**config.mk**
```make
export PLATFORM = sky130hd
export DESIGN_NAME = armleocpu_clint_timebase
export DESIGN_NICKNAME = d
export VERILOG_FILES = /design/src/rtl/armleocpu_clint_timebase.sv
export SDC_FILE = /design/constraint.sdc
export NUM_CORES = 2
export LEC_CHECK = 0
export CORE_AREA = 2 2 358 360
export DETAILED_ROUTE_END_ITERATION = 6
export DIE_AREA = 0 0 360 362
export PLACE_DENSITY = 0.59
export SYNTH_ARGS = -nofsm -noshare
export SYNTH_HDL_FRONTEND = slang
export SYNTH_SLANG_ARGS = --single-unit
```
**constraint.sdc**
```tcl
create_clock -name clk -period 4.6 [get_ports clk]
set_clock_uncertainty 0.05 [all_clocks]
set_input_delay 1.15 -clock clk [delete_from_list [all_inputs] [get_ports clk]]
set_output_delay 1.15 -clock clk [all_outputs]
set_load 0.005 [all_outputs]
```
**src/rtl/armleocpu_clint_timebase.sv**
```systemverilog
// rtl/armleocpu_clint_timebase.sv - RISC-V CLINT (msip, mtimecmp, mtime) behind an AXI4-Lite slave
// Define CLINT_RTC_TICK_EN to clock mtime from the external rtc_tick instead of the prescaler.
module armleocpu_clint_timebase #(
  parameter int HART_COUNT       = 8,
  parameter int HART_COUNT_WIDTH = 3,
  parameter int TIMEBASE_DIV     = 1
) (
  input  logic                  clk,
  input  logic                  rst_n,
  input  logic [31:0]           AXI_AWADDR,
  input  logic                  AXI_AWVALID,
  output logic                  AXI_AWREADY,
  input  logic [31:0]           AXI_WDATA,
  input  logic [3:0]            AXI_WSTRB,
  input  logic                  AXI_WVALID,
  output logic                  AXI_WREADY,
  output logic [1:0]            AXI_BRESP,
  output logic                  AXI_BVALID,
  input  logic                  AXI_BREADY,
  input  logic [31:0]           AXI_ARADDR,
  input  logic                  AXI_ARVALID,
  output logic                  AXI_ARREADY,
  output logic [31:0]           AXI_RDATA,
  output logic [1:0]            AXI_RRESP,
  output logic                  AXI_RVALID,
  input  logic                  AXI_RREADY,
`ifdef CLINT_RTC_TICK_EN
  input  logic                  rtc_tick,
`endif
  output logic [HART_COUNT-1:0] hart_swi,
  output logic [HART_COUNT-1:0] hart_timeri
);

  typedef enum logic [1:0] {IDLE, WRESP, RRESP} state_e;
  typedef enum logic [1:0] {SEL_NONE, SEL_MSIP, SEL_CMP, SEL_MTIME} sel_e;
  typedef struct packed {
    sel_e                        sel;
    logic                        hi;
    logic [HART_COUNT_WIDTH-1:0] idx;
  } dec_t;

  function automatic dec_t decode(input logic [31:0] addr);
    dec_t d;
    d.sel = SEL_NONE;
    d.hi  = addr[2];
    d.idx = '0;
    if (addr[31:16] == 16'h0 && addr[1:0] == 2'b00) begin
      if (addr[15:14] == 2'b00) begin
        if ({20'h0, addr[13:2]} < HART_COUNT) begin
          d.sel = SEL_MSIP;
          d.idx = addr[2 +: HART_COUNT_WIDTH];
        end
      end else if (addr[15:14] == 2'b01) begin
        if ({21'h0, addr[13:3]} < HART_COUNT) begin
          d.sel = SEL_CMP;
          d.idx = addr[3 +: HART_COUNT_WIDTH];
        end
      end else if (addr[15:3] == 13'h17FF) begin
        d.sel = SEL_MTIME;
      end
    end
    return d;
  endfunction

  function automatic logic [31:0] merge_bytes(input logic [31:0] old, input logic [31:0] wdata,
                                              input logic [3:0] wstrb);
    logic [31:0] r;
    r = old;
    for (int b = 0; b < 4; b++) begin
      if (wstrb[b]) r[8*b +: 8] = wdata[8*b +: 8];
    end
    return r;
  endfunction

  state_e                state_q;
  logic                  bvalid_q, rvalid_q;
  logic [1:0]            bresp_q, rresp_q, rresp_d;
  logic [31:0]           rdata_q, rdata_d;
  logic [HART_COUNT-1:0] msip_q;
  logic [HART_COUNT-1:0] timeri_q;
  logic [63:0]           mtimecmp_q [HART_COUNT];
  logic [63:0]           mtime_q, mtime_d;
  logic                  tick;
  dec_t                  wdec, rdec;
  logic                  wr_fire, rd_fire;

  assign wdec    = decode(AXI_AWADDR);
  assign rdec    = decode(AXI_ARADDR);
  // Write wins when both channels are pending in IDLE.
  assign wr_fire = (state_q == IDLE) && AXI_AWVALID && AXI_WVALID;
  assign rd_fire = (state_q == IDLE) && !wr_fire && AXI_ARVALID;

  assign AXI_AWREADY = wr_fire;
  assign AXI_WREADY  = wr_fire;
  assign AXI_ARREADY = rd_fire;
  assign AXI_BVALID  = bvalid_q;
  assign AXI_BRESP   = bresp_q;
  assign AXI_RVALID  = rvalid_q;
  assign AXI_RRESP   = rresp_q;
  assign AXI_RDATA   = rdata_q;
  assign hart_swi    = msip_q;
  assign hart_timeri = timeri_q;

`ifdef CLINT_RTC_TICK_EN
  logic [2:0] rtc_sync_q;

  always_ff @(posedge clk) begin
    if (!rst_n) rtc_sync_q <= '0;
    else        rtc_sync_q <= {rtc_sync_q[1:0], rtc_tick};
  end

  assign tick = rtc_sync_q[1] & ~rtc_sync_q[2];
`else
  logic [15:0] presc_q;

  assign tick = (presc_q == 16'(TIMEBASE_DIV - 1));

  always_ff @(posedge clk) begin
    if (!rst_n) presc_q <= '0;
    else        presc_q <= tick ? 16'd0 : presc_q + 16'd1;
  end
`endif

  // A software write replaces the increment; unwritten bytes keep the current value.
  always_comb begin
    mtime_d = mtime_q;
    if (tick) mtime_d = mtime_q + 64'd1;
    if (wr_fire && wdec.sel == SEL_MTIME) begin
      mtime_d = mtime_q;
      if (wdec.hi) mtime_d[63:32] = merge_bytes(mtime_q[63:32], AXI_WDATA, AXI_WSTRB);
      else         mtime_d[31:0]  = merge_bytes(mtime_q[31:0], AXI_WDATA, AXI_WSTRB);
    end
  end

  always_comb begin
    rdata_d = 32'h0;
    rresp_d = 2'b00;
    case (rdec.sel)
      SEL_MSIP:  rdata_d = {31'h0, msip_q[rdec.idx]};
      SEL_CMP:   rdata_d = rdec.hi ? mtimecmp_q[rdec.idx][63:32] : mtimecmp_q[rdec.idx][31:0];
      SEL_MTIME: rdata_d = rdec.hi ? mtime_q[63:32] : mtime_q[31:0];
      default:   rresp_d = 2'b10;
    endcase
  end

  always_ff @(posedge clk) begin
    if (!rst_n) begin
      msip_q   <= '0;
      timeri_q <= '0;
      mtime_q  <= '0;
      for (int h = 0; h < HART_COUNT; h++) mtimecmp_q[h] <= '1;
    end else begin
      mtime_q <= mtime_d;
      for (int h = 0; h < HART_COUNT; h++) timeri_q[h] <= (mtime_q >= mtimecmp_q[h]);
      if (wr_fire && wdec.sel == SEL_MSIP && AXI_WSTRB[0]) msip_q[wdec.idx] <= AXI_WDATA[0];
      if (wr_fire && wdec.sel == SEL_CMP) begin
        if (wdec.hi)
          mtimecmp_q[wdec.idx][63:32] <= merge_bytes(mtimecmp_q[wdec.idx][63:32], AXI_WDATA, AXI_WSTRB);
        else
          mtimecmp_q[wdec.idx][31:0]  <= merge_bytes(mtimecmp_q[wdec.idx][31:0], AXI_WDATA, AXI_WSTRB);
      end
    end
  end

  always_ff @(posedge clk) begin
    if (!rst_n) begin
      state_q  <= IDLE;
      bvalid_q <= 1'b0;
      bresp_q  <= 2'b00;
      rvalid_q <= 1'b0;
      rresp_q  <= 2'b00;
      rdata_q  <= 32'h0;
    end else begin
      case (state_q)
        IDLE: begin
          if (wr_fire) begin
            state_q  <= WRESP;
            bvalid_q <= 1'b1;
            bresp_q  <= (wdec.sel == SEL_NONE) ? 2'b10 : 2'b00;
          end else if (rd_fire) begin
            state_q  <= RRESP;
            rvalid_q <= 1'b1;
            rdata_q  <= rdata_d;
            rresp_q  <= rresp_d;
          end
        end
        WRESP: begin
          if (AXI_BREADY) begin
            state_q  <= IDLE;
            bvalid_q <= 1'b0;
          end
        end
        RRESP: begin
          if (AXI_RREADY) begin
            state_q  <= IDLE;
            rvalid_q <= 1'b0;
          end
        end
        default: state_q <= IDLE;
      endcase
    end
  end

endmodule

```
==> results by group <==
Routing
  – Initial detailed-routing violation count: 4057
  – Routed WL per cell: 24.3 µm
  – Antenna viol nets, final: 0
  – Iteration count of the initial detailed-routing pass: 6
  – Via total after detailed routing: 38900
  – Number of DRC violations after detailed routing: 0
  – Detailed Route WL: 165 mm
  – Post-detailed-route via-to-cell ratio: 5.72

Placement
  – Cells after DPL: 6653
  – HPWL after DPL: 118 mm
  – IO buf count: 161
  – Final Wtd Congestion: 0.960

Floorplan
  – Starting utilization of the core area: 0.348
  – I/O pin total: 164
  – Core region area: 127000 µm²
  – Floorplan die area: 130000 µm²
  – Die width: 360 µm
  – Chip Height: 362 µm
  – Site row count: 131

Setup path
  – Largest fanout on the critical path: 2
  – Worst reg2reg path depth: 12
  – Stage delay of the slowest cell on the critical path: 0.81 ns
  – Crit path max-delay cell type: or4_1
  – Source of the worst register-to-register timing path: mtimecmp_q[0][22]
  – Worst reg2reg path endpoint: hart_timeri[0]
  – Slack of the worst reg-to-reg path: 0.57 ns
  – Critical Path, Cell by Cell: inv_1, ha_1, a21o_1, a21oi_1, o221ai_1, o31ai_1, a31oi_1, or4_1, a221oi_1, buf_4, o41ai_1, buf_4
  – Buffering stage count on the worst path with inverters included: 3
  – Most prevalent standard cell on the critical path: buf_4
  – Critical path class: register to register
  – Worst path required time: 5.11 ns
  – CP Data Arrival Time: 4.54 ns
  – Element type at the critical path start: register
  – Sort of element at the end of the critical path: register
  – Largest delay share family, worst path: compound AO/OA/AOI/OAI gates

Synth
  – Largest area contributor in the synthesized netlist: edfxtp_1
  – Register bit total from synthesis: 646
  – Share of synthesized area occupied by flip-flops and latches: 0.410
  – Mean post-synth cell area: 9.02 µm²
  – Post-synth EDFFs: 512
  – Warnings from Yosys: 0
  – Dominant synthesized flop cell: edfxtp_1
  – Cell types occupying the most area after synthesis: edfxtp_1 35%, ha_1 15%, dfxtp_1 6.1%
  – Number of distinct library cell variants in the gate-level netlist after synthesis: 75
  – Synthesized area: 44100 µm²
  – Share of flip-flops with an asynchronous set or reset: 0
  – Share of Yosys cell area claimed by the top area cell type: 0.349
  – Cell count after synthesis: 4885

Timing
  – Final count of pins violating max slew: 0
  – Final critical-path share of the clock period: 0.877
  – Total Negative Setup Slacks: 0 ns
  – Setup Viol. Count Final: 0
  – Transition time of the tightest slew-check pin: 1.27 ns
  – Setup repair after global routing missed its margin: false
  – Number of failing hold endpoints at the final stage: 0
  – Maximum clock rate: 248 MHz
  – Max-slew headroom: 0.152
  – Time the worst path needs with I/O delays and setup: 4.03 ns

Final layout
  – Ratio of cells with drive above 1 in the final layout: 0.103
  – Area added between synthesis and finish: 16.7%
  – Fin cells: 6798
  – Commonest non-fill, non-tap cells in the layout: 527 x inv_1, 515 x ha_1, 512 x edfxtp_1
  – Most frequent standard cell in the layout excluding fill and tap cells: inv_1
  – Total Nets Final: 5691

CTS
  – CTS sink count: 646
  – Worst-path clk slew: 0.06 ns
  – Hold buffer count at cts: 0
  – TritonCTS clock tree: done
  – Depth of the CTS H-tree: 3
  – TritonCTS buffer count: 76
  – Cell at the root of the clock tree: clkbuf_16
  – Latest clock arrival within the worst-skew pair: 0.68 ns
  – Number of resized instances in the post-cts repair step: 0
  – Buffer count from post-CTS setup fixing: 0
  – CTS max path bufs: 3

GRT
  – Pin count of the biggest net entering global routing: 107
  – Vias in the first global route: 37100
  – Antenna violations before repair: 7
  – Aggregate global routing overflow: 0
  – Overall Global Routing Usage: 0.248
  – Global-route wire length before repair: 243 mm

Power
  – Leakage power summed over all cells: 21.9 nW
  – Power density cells: 274 nW/µm²
  – Worst vdd ir: 0.000246 V

Hold path
  – Hold path endpoint: presc_q[0]
  – Hold Path Depth: 1
  – Hold path startpoint: presc_q[0]
  – Hold Crit Class: register to register

Run status
  – Result of the run: finished, final reports clean

Flow run
  – Number of violations of the max-capacitance limit: 0
-- cells in the mapped netlist (12+ instances only) --
master,instances
a31oi_1,24
o31ai_1,12
or2_2,135
o211ai_1,179
nor2b_1,28
o221ai_1,33
clkbuf_1,244
nand4_1,106
nor4_1,28
nor2_1,210
a2111oi_0,13
a21oi_1,276
o21ai_1,26
nand3_1,75
nand2_1,473
inv_1,527
o22ai_1,34
dfxtp_1,134
or3_1,388
buf_2,33
a211oi_1,29
and2_1,13
a21o_1,117
o21ai_0,436
and3_1,29
o21a_1,15
nor3_1,42
nand2b_1,25
edfxtp_1,512
ha_1,515
mux2i_1,45
-- area by class of cell --
type / count / area, µm²
clock buffers: 116 / 2290
flip-flops and latches: 646 / 18100
fillers: 12500 / 75300
well taps: 1662 / 2080
repair buffers: 398 / 3720
diodes: 3 / 7.51
multi-input cells: 3419 / 23000
clock inverters: 26 / 278
inverters: 528 / 1980
-- flip-flops by register name, indices dropped and copies added, names as in the netlist, 2 cells and up --
| signal | flops |
|---|---|
| mtimecmp_q | 512 |
| hart_swi | 8 |
| AXI_RDATA | 32 |
| state_q | 2 |
| mtime_q | 64 |
| presc_q | 16 |
| hart_timeri | 8 |
-- per-stage QoR --
| stage | area [µm²] | total power, W | worst slack (ns) | hold WS (ns) | util |
|---|---|---|---|---|---|
| after floorplan | 44100 | 0.00726 | 0.806 | 0.388 | - |
| after global placement | 48800 | 0.00783 | 0.239 | 0.412 | 0.386 |
| after detailed placement | 48800 | 0.00784 | 0.187 | 0.415 | 0.386 |
| after CTS | 51400 | 0.0142 | 0.631 | 0.427 | 0.406 |
| after global routing | 51400 | 0.0145 | 0.510 | 0.470 | 0.406 |
| final | 51400 | 0.0141 | 0.565 | 0.426 | 0.406 |
-- routing by layer --
metal	global-route usage	routed length [µm]	vias to the layer above
li1	-	-	18100
met1	0.334	69900	18800
met2	0.399	74700	1723
met3	0.0291	12900	306
met4	0.111	7680	4
met5	0	27	-
-- how the worst max path moves through the flow --
stage                            startpoint               end  depth (start not counted)
after floorplan               AXI_AWADDR[8]  mtimecmp_q[3][0]                          8
after global placement        AXI_ARADDR[8]     AXI_RDATA[29]                         12
after detailed placement      AXI_ARADDR[8]     AXI_RDATA[31]                         12
after CTS                 mtimecmp_q[0][22]    hart_timeri[0]                         12
after global routing             mtime_q[0]    hart_timeri[0]                         13
final                     mtimecmp_q[0][22]    hart_timeri[0]                         12
-- worst reg2reg max path: stages (launching register included) --
cell and delay (ns):
edfxtp_1 0.37, inv_1 0.13, ha_1 0.27, a21o_1 0.19, a21oi_1 0.42, o221ai_1 0.29, o31ai_1 0.28, a31oi_1 0.23
or4_1 0.81, a221oi_1 0.40, buf_4 0.22, o41ai_1 0.09, buf_4 0.15
-- report_power, final --
| part | internal [W] | switching (W) |
|---|---|---|
| combinational | 0.000381 | 0.000741 |
| clock | 0.00373 | 0.00264 |
| sequential | 0.00650 | 0.000118 |
-- cells by family (layout without fill, tap and decap cells) --
group / count (synthesis) / count (layout) / synth area share
other: 1 / 5 / 0.0000851
adder cells (fa/ha/maj): 515 / 515 / 0.146
buffers and inverters: 821 / 1068 / 0.0712
XOR/XNOR: 13 / 13 / 0.00258
AND/OR/NAND/NOR: 1590 / 1590 / 0.186
flip-flops: 646 / 646 / 0.410
multiplexers: 48 / 48 / 0.0112
AO/OA/AOI/OAI: 1251 / 1251 / 0.173
No activity file was read; power rests on OpenSTA's default activity.
